==> src/rtl/checkpoint_rename_table.sv <==
// checkpoint_rename_table
//   Register alias table for the rename stage. It holds a speculative
//   arch->phys map, a committed map, per-preg ready bits and a circular
//   buffer of CKPT_NUM branch checkpoints for single-cycle mispredict
//   recovery. Lookups are combinational, and state updates on posedge clk.
// Ports
//   clk, rst               clock, synchronous active-high reset
//   rename_valid_i ..      decode group: sources, dest, new preg, ckpt request
//   psrc*_o, ppdst_o ..    renamed sources, ready bits, previous dest mapping
//   ckpt_id_o              checkpoint slot assigned to each requesting lane
//   ckpt_ready_o           enough free slots for this group's requests
//   ckpt_count_o           occupied checkpoint slots
//   wb_i, wb_pdest_i       writeback ready-set ports
//   commit_*               committed map update ports
//   ckpt_release_i         pop oldest checkpoint
//   recover_i/recover_id_i restore a checkpoint
//   flush_i                restore committed map
module checkpoint_rename_table #(
  parameter int PHY_REG_NUM  = 64,
  parameter int ARCH_REG_NUM = 32,
  parameter int DECODE_WIDTH = 2,
  parameter int WB_WIDTH     = 4,
  parameter int COMMIT_WIDTH = 2,
  parameter int CKPT_NUM     = 4,
  localparam int PW = $clog2(PHY_REG_NUM),
  localparam int AW = $clog2(ARCH_REG_NUM),
  localparam int CW = $clog2(CKPT_NUM)
) (
  input  logic                                 clk,
  input  logic                                 rst,
  input  logic [DECODE_WIDTH-1:0]              rename_valid_i,
  input  logic [DECODE_WIDTH-1:0][AW-1:0]      src0_i,
  input  logic [DECODE_WIDTH-1:0][AW-1:0]      src1_i,
  input  logic [DECODE_WIDTH-1:0]              dest_valid_i,
  input  logic [DECODE_WIDTH-1:0][AW-1:0]      dest_i,
  input  logic [DECODE_WIDTH-1:0][PW-1:0]      preg_i,
  input  logic [DECODE_WIDTH-1:0]              ckpt_req_i,
  output logic [DECODE_WIDTH-1:0][PW-1:0]      psrc0_o,
  output logic [DECODE_WIDTH-1:0][PW-1:0]      psrc1_o,
  output logic [DECODE_WIDTH-1:0]              psrc0_ready_o,
  output logic [DECODE_WIDTH-1:0]              psrc1_ready_o,
  output logic [DECODE_WIDTH-1:0][PW-1:0]      ppdst_o,
  output logic [DECODE_WIDTH-1:0][CW-1:0]      ckpt_id_o,
  output logic                                 ckpt_ready_o,
  output logic [CW:0]                          ckpt_count_o,
  input  logic [WB_WIDTH-1:0]                  wb_i,
  input  logic [WB_WIDTH-1:0][PW-1:0]          wb_pdest_i,
  input  logic [COMMIT_WIDTH-1:0]              commit_i,
  input  logic [COMMIT_WIDTH-1:0][AW-1:0]      commit_dest_i,
  input  logic [COMMIT_WIDTH-1:0][PW-1:0]      commit_preg_i,
  input  logic                                 ckpt_release_i,
  input  logic                                 recover_i,
  input  logic [CW-1:0]                        recover_id_i,
  input  logic                                 flush_i
);

  localparam int RW = $clog2(DECODE_WIDTH + 1);

  typedef logic [PW-1:0] preg_t;

  preg_t spec_map_q   [ARCH_REG_NUM];
  preg_t spec_map_d   [ARCH_REG_NUM];
  preg_t commit_map_q [ARCH_REG_NUM];
  preg_t commit_map_d [ARCH_REG_NUM];
  preg_t ckpt_q       [CKPT_NUM][ARCH_REG_NUM];
  preg_t ckpt_d       [CKPT_NUM][ARCH_REG_NUM];
  preg_t work_map     [ARCH_REG_NUM];
  preg_t stage_map    [DECODE_WIDTH][ARCH_REG_NUM];

  logic [PHY_REG_NUM-1:0]  ready_q, ready_d, wb_vec, ready_eff;
  logic [CW-1:0]           head_q, head_d, tail_q, tail_d;
  logic [CW:0]             count_q, count_d;
  logic [DECODE_WIDTH-1:0] lane_wr, lane_ck;
  logic [RW-1:0]           req_cnt;
  logic                    rename_en, rel;
  logic [CW-1:0]           rec_dist;

  assign ckpt_count_o = count_q;

  always_comb begin
    for (int unsigned i = 0; i < DECODE_WIDTH; i++) begin
      lane_wr[i] = rename_valid_i[i] && dest_valid_i[i] && (dest_i[i] != '0);
      lane_ck[i] = rename_valid_i[i] && ckpt_req_i[i];
    end
  end

  // Same-cycle writeback bypass for the ready lookup.
  always_comb begin
    wb_vec = '0;
    for (int unsigned k = 0; k < WB_WIDTH; k++) begin
      if (wb_i[k]) wb_vec[wb_pdest_i[k]] = 1'b1;
    end
  end
  assign ready_eff = ready_q | wb_vec;

  // Source/dest lookup with intra-group RAW and WAW overrides; the inner
  // loop runs oldest to youngest so the youngest earlier writer wins.
  always_comb begin
    for (int unsigned i = 0; i < DECODE_WIDTH; i++) begin
      psrc0_o[i]       = spec_map_q[src0_i[i]];
      psrc1_o[i]       = spec_map_q[src1_i[i]];
      psrc0_ready_o[i] = ready_eff[spec_map_q[src0_i[i]]];
      psrc1_ready_o[i] = ready_eff[spec_map_q[src1_i[i]]];
      ppdst_o[i]       = spec_map_q[dest_i[i]];
      for (int unsigned j = 0; j < i; j++) begin
        if (lane_wr[j] && dest_i[j] == src0_i[i]) begin
          psrc0_o[i]       = preg_i[j];
          psrc0_ready_o[i] = 1'b0;
        end
        if (lane_wr[j] && dest_i[j] == src1_i[i]) begin
          psrc1_o[i]       = preg_i[j];
          psrc1_ready_o[i] = 1'b0;
        end
        if (lane_wr[j] && dest_i[j] == dest_i[i]) ppdst_o[i] = preg_i[j];
      end
      if (src0_i[i] == '0) begin
        psrc0_o[i]       = '0;
        psrc0_ready_o[i] = 1'b1;
      end
      if (src1_i[i] == '0) begin
        psrc1_o[i]       = '0;
        psrc1_ready_o[i] = 1'b1;
      end
    end
  end

  // Slot numbering follows request order within the group.
  always_comb begin
    int unsigned n;
    n = 0;
    for (int unsigned i = 0; i < DECODE_WIDTH; i++) begin
      ckpt_id_o[i] = CW'((32'(tail_q) + n) % 32'(CKPT_NUM));
      if (lane_ck[i]) n = n + 1;
    end
    req_cnt = RW'(n);
  end

  assign ckpt_ready_o = (32'(CKPT_NUM) - 32'(count_q)) >= 32'(req_cnt);
  assign rename_en    = ckpt_ready_o && !recover_i && !flush_i;
  assign rel          = ckpt_release_i && (count_q != '0);
  assign rec_dist     = CW'((32'(recover_id_i) + 32'(CKPT_NUM) - 32'(head_q)) % 32'(CKPT_NUM));

  // Map as seen after each lane is applied; lane i's checkpoint captures
  // stage_map[i], so younger lanes in the same group are excluded.
  always_comb begin
    work_map = spec_map_q;
    for (int unsigned i = 0; i < DECODE_WIDTH; i++) begin
      if (lane_wr[i]) work_map[dest_i[i]] = preg_i[i];
      stage_map[i] = work_map;
    end
  end

  always_comb begin
    commit_map_d = commit_map_q;
    for (int unsigned c = 0; c < COMMIT_WIDTH; c++) begin
      if (commit_i[c] && commit_dest_i[c] != '0) commit_map_d[commit_dest_i[c]] = commit_preg_i[c];
    end
  end

  always_comb begin
    spec_map_d = spec_map_q;
    ckpt_d     = ckpt_q;
    ready_d    = ready_eff;
    head_d     = head_q;
    tail_d     = tail_q;
    count_d    = count_q;
    if (flush_i) begin
      spec_map_d = commit_map_d;
      ready_d    = '1;
      head_d     = '0;
      tail_d     = '0;
      count_d    = '0;
    end else if (recover_i) begin
      spec_map_d = ckpt_q[recover_id_i];
      tail_d     = CW'((32'(recover_id_i) + 1) % 32'(CKPT_NUM));
      count_d    = (CW+1)'(32'(rec_dist) + 1 - 32'(rel));
      if (rel) head_d = CW'((32'(head_q) + 1) % 32'(CKPT_NUM));
    end else begin
      if (rel) head_d = CW'((32'(head_q) + 1) % 32'(CKPT_NUM));
      if (rename_en) begin
        spec_map_d = stage_map[DECODE_WIDTH-1];
        // Cleared after the writeback merge so allocation beats writeback.
        for (int unsigned i = 0; i < DECODE_WIDTH; i++) begin
          if (lane_wr[i]) ready_d[preg_i[i]] = 1'b0;
          if (lane_ck[i]) ckpt_d[ckpt_id_o[i]] = stage_map[i];
        end
        tail_d = CW'((32'(tail_q) + 32'(req_cnt)) % 32'(CKPT_NUM));
      end
      count_d = (CW+1)'(32'(count_q) + (rename_en ? 32'(req_cnt) : 32'd0) - 32'(rel));
    end
  end

  always_ff @(posedge clk) begin
    if (rst) begin
      for (int unsigned a = 0; a < ARCH_REG_NUM; a++) begin
        spec_map_q[a]   <= PW'(a);
        commit_map_q[a] <= PW'(a);
      end
      ready_q <= '1;
      head_q  <= '0;
      tail_q  <= '0;
      count_q <= '0;
    end else begin
      spec_map_q   <= spec_map_d;
      commit_map_q <= commit_map_d;
      ready_q      <= ready_d;
      head_q       <= head_d;
      tail_q       <= tail_d;
      count_q      <= count_d;
    end
  end

  // Checkpoint payload is only read after being written, so it needs no reset.
  always_ff @(posedge clk) begin
    ckpt_q <= ckpt_d;
  end

  a_recover_slot: assert property (@(posedge clk) disable iff (rst)
    (recover_i && !flush_i) |->
      ((32'(rec_dist) < 32'(count_q)) && !(ckpt_release_i && recover_id_i == head_q)));

endmodule
==> config.mk <==
export PLATFORM = sky130hd
export DESIGN_NAME = checkpoint_rename_table
export DESIGN_NICKNAME = d
export VERILOG_FILES = /design/src/rtl/checkpoint_rename_table.sv
export SDC_FILE = /design/constraint.sdc
export NUM_CORES = 2
export LEC_CHECK = 0
export CORE_MARGIN = 5
export CORE_UTILIZATION = 30
export DETAILED_ROUTE_END_ITERATION = 8
export GPL_TIMING_DRIVEN = 0
export PLACE_DENSITY = 0.51
export SLEW_MARGIN = 40
export SYNTH_ARGS = -nofsm -noshare
export SYNTH_HDL_FRONTEND = slang
export SYNTH_SLANG_ARGS = --single-unit
==> constraint.sdc <==
create_clock -name clk -period 34.9 [get_ports clk]
set_input_delay 6.98 -clock clk [delete_from_list [all_inputs] [get_ports clk]]
set_output_delay 6.98 -clock clk [all_outputs]
set_load 0.01 [all_outputs]
==> metrics.txt <==
sw power 1.52 mW; Worst-Margin Slew 1090 ps; first-pass GRT wire length 705 mm; fillcell total 27,376; post-synthesis register bit count 1,223; Power Density 46.1 nW/um2; vias post-DR 85,115; clock power share 37.3%; Worst-path clk slew 60 ps; Total Wirelength 538 mm; Vias/cell 6.78; warning count from the yosys run 0; TritonRoute pass-1 iters 7; commonest non-fill, non-tap cells in the layout nand2_1 (1,239), o21ai_0 (1,117), edfxtp_1 (768); setup bufs post-CTS 0; die extent in x 531 um; Final setup viols 0; GRT Overall Usage 36.5%; Tmin final 19,300 ps; Clock Path Buffers 4; Seq pwr share 40.5%; Num CTS Buffers 158; top_reg_cell synth edfxtp_1; DIE AREA 282,000 um2; final std cell area, no fill 95,100 um2; min-delay worst type register to register; Avg Synthesized Cell Area 9.63 um2; WL/cell 42.9 um; critical path class input port to output port; Area growth, synth to finish 16.7%; cts repair resizes 0; Critical Path Fanout Max 10; RSZ-0062 raised after global routing false; Critical Path RT 27,920 ps; most common cell after layout, fill and taps aside nand2_1; port buffer count 114; number of global-route vias before repair 78,457; initial core utilization 30.1%; status finished, final reports clean; CP Capture Type output port; number of remaining DRC errors 0; Net Sw Frac 34.6%; Post-Synthesis Cell Area 81,500 um2; hold_ws 469 ps; die height 531 um; pin count of the biggest net entering global routing 80; gr ovfl total 0; placed insts 12,221; Core ar. 271,000 um2; fraction of layout cells with a size suffix above 1 17.6%; Worst VDD drop 0.0000346 V; fin crit share 55.3%; antenna violations before repair 78; Worst Skew 67.7 ps; post-route ant nets 0; EDFF count, synth 768; htree depth 4; final std cells w/o fill 12,547; Pint 2.87 mW; Peak Freq 0.0518 GHz; Gate power share 22.2%; initial drt markers 14,738; final worst setup slack 15,600 ps; hold buffer count at CTS 0; Max Cap Viol 0; dpl ws 15,650 ps; # nets final 8,933; Worst EP arrival 12,320 ps; Ports 155; root cell of the clock tree clkbuf_16; worst-skew pair later-pin latency 890 ps; Synth Instances 8,462; Clock Sinks 1,223; Seq/Total Area, Yosys 39.5%; FP Rows 191; CTS tree built; placed inst area 90,000 um2; dpl hpwl 403 mm; Leak 30.8 nW; CP Launch Type input port; gpl congestion 1.07; max-slew violations 0; Slew Limit Headroom 26.7%; syn_nets 8,583; Final Hold Fails 0; synth unique cells 69; Async SR Flop Fraction 0%
kinds of logic after synthesis:
logic type,after synthesis,share of synthesized area [%]
buffers and inverters,906,4.31
AO/OA/AOI/OAI,2736,20.7
adder cells (fa/ha/maj),14,0.224
multiplexers,1210,22.7
XOR/XNOR,25,0.269
AND/OR/NAND/NOR,2348,12.3
flip-flops,1223,39.5
registers in the layout, summed over array words and instances, names as in the netlist:
register,cells
ckpt_count_o,3
ckpt_q,768
commit_map_q,192
head_q,2
ready_q,64
spec_map_q,192
tail_q,2
power groups by stage:
| stage | combinational, mW | sequential, mW | clock, mW |
|---|---|---|---|
| 2_1_floorplan | 0.491 | 1.75 | 0 |
| 6_report | 0.974 | 1.77 | 1.63 |
| 3_3_place_gp | 0.873 | 1.85 | 0 |
| 3_5_place_dp | 0.917 | 1.79 | 0 |
| 5_1_grt | 0.985 | 1.77 | 1.68 |
| 4_1_cts | 0.919 | 1.76 | 1.63 |
path summary, 6_finish.rpt:
path | from | end | slack (ps) | depth (start not counted)
max | src0_i[7] | psrc0_ready_o[1] | 15600 | 13
min | commit_map_q[191] | commit_map_q[191] | 470 | 1
max reg2reg | ckpt_count_o[0] | ckpt_count_o[2] | 29470 | 19
min reg2reg | commit_map_q[191] | commit_map_q[191] | 470 | 1
routing by layer:
layer / up-vias / wire, um / GRT usage [%] / share of wire (%)
li1: 33207 / - / - / -
met1: 42586 / 191000 / 43.8 / 35
met2: 7439 / 217000 / 51.2 / 40
met3: 1849 / 79300 / 15.8 / 15
met4: 34 / 50900 / 27.8 / 9.5
met5: - / 256 / 0.513 / 0.048
through the flow:
stage / TNS [ps] / power [mW] / util [%]
after CTS: 0 / 4.31 / 35.0
after global placement: -3000 / 2.72 / 32.2
after global routing: 0 / 4.43 / 35.1
final: 0 / 4.38 / 35.2
after floorplan: 0 / 2.24 / -
after detailed placement: 0 / 2.70 / 33.3
final cells by class:
cell class	count	area (um2)	share of cell area, %
diodes	51	128	0.134
multi-input cells	6333	46800	49.2
plain buffers	850	3630	3.81
inverters	56	218	0.229
well taps	3570	4470	4.70
repair buffers	190	2860	3.01
clock buffers	206	4270	4.49
flip-flops and latches	1223	32200	33.8
clock inverters	68	549	0.577
critical path, stage by stage:
cell and delay [ps]:
clkdlybuf4s50_1 760, buf_1 680, nand2b_1 290, o22ai_1 200, nor3_1 110, nor4_1 650, buf_2 450, mux2i_1 140
mux4_2 500, a211oi_1 470, nand4_1 310, o211a_1 250, clkdlybuf4s50_1 490
Yosys cell counts (11+ instances only):
cell	count	area (um2)
a211oi_1	85	638
or2_2	78	488
nand2b_1	27	169
inv_1	53	199
nor3b_1	13	97.6
nor2b_1	66	413
buf_1	88	330
clkbuf_1	706	2650
dfxtp_1	455	9110
nand3b_1	29	218
buf_2	40	200
buf_4	15	113
nor2_1	555	2080
a2111oi_0	55	482
nand4b_1	11	96.3
a22oi_1	100	751
o22ai_1	140	876
ha_1	13	163
a21oi_1	318	1590
xor2_1	11	96.3
a31oi_1	15	93.8
a221oi_1	88	771
o21ai_0	1156	5790
nand4_1	21	131
mux2i_1	568	5690
nand3_1	147	736
nand2_1	1239	4650
mux4_2	492	11100
xnor2_1	14	123
and3_1	16	100
nor3_1	97	485
mux2_2	146	1640
o211ai_1	734	5510
edfxtp_1	768	23100
(Power assumes the default switching activity.)
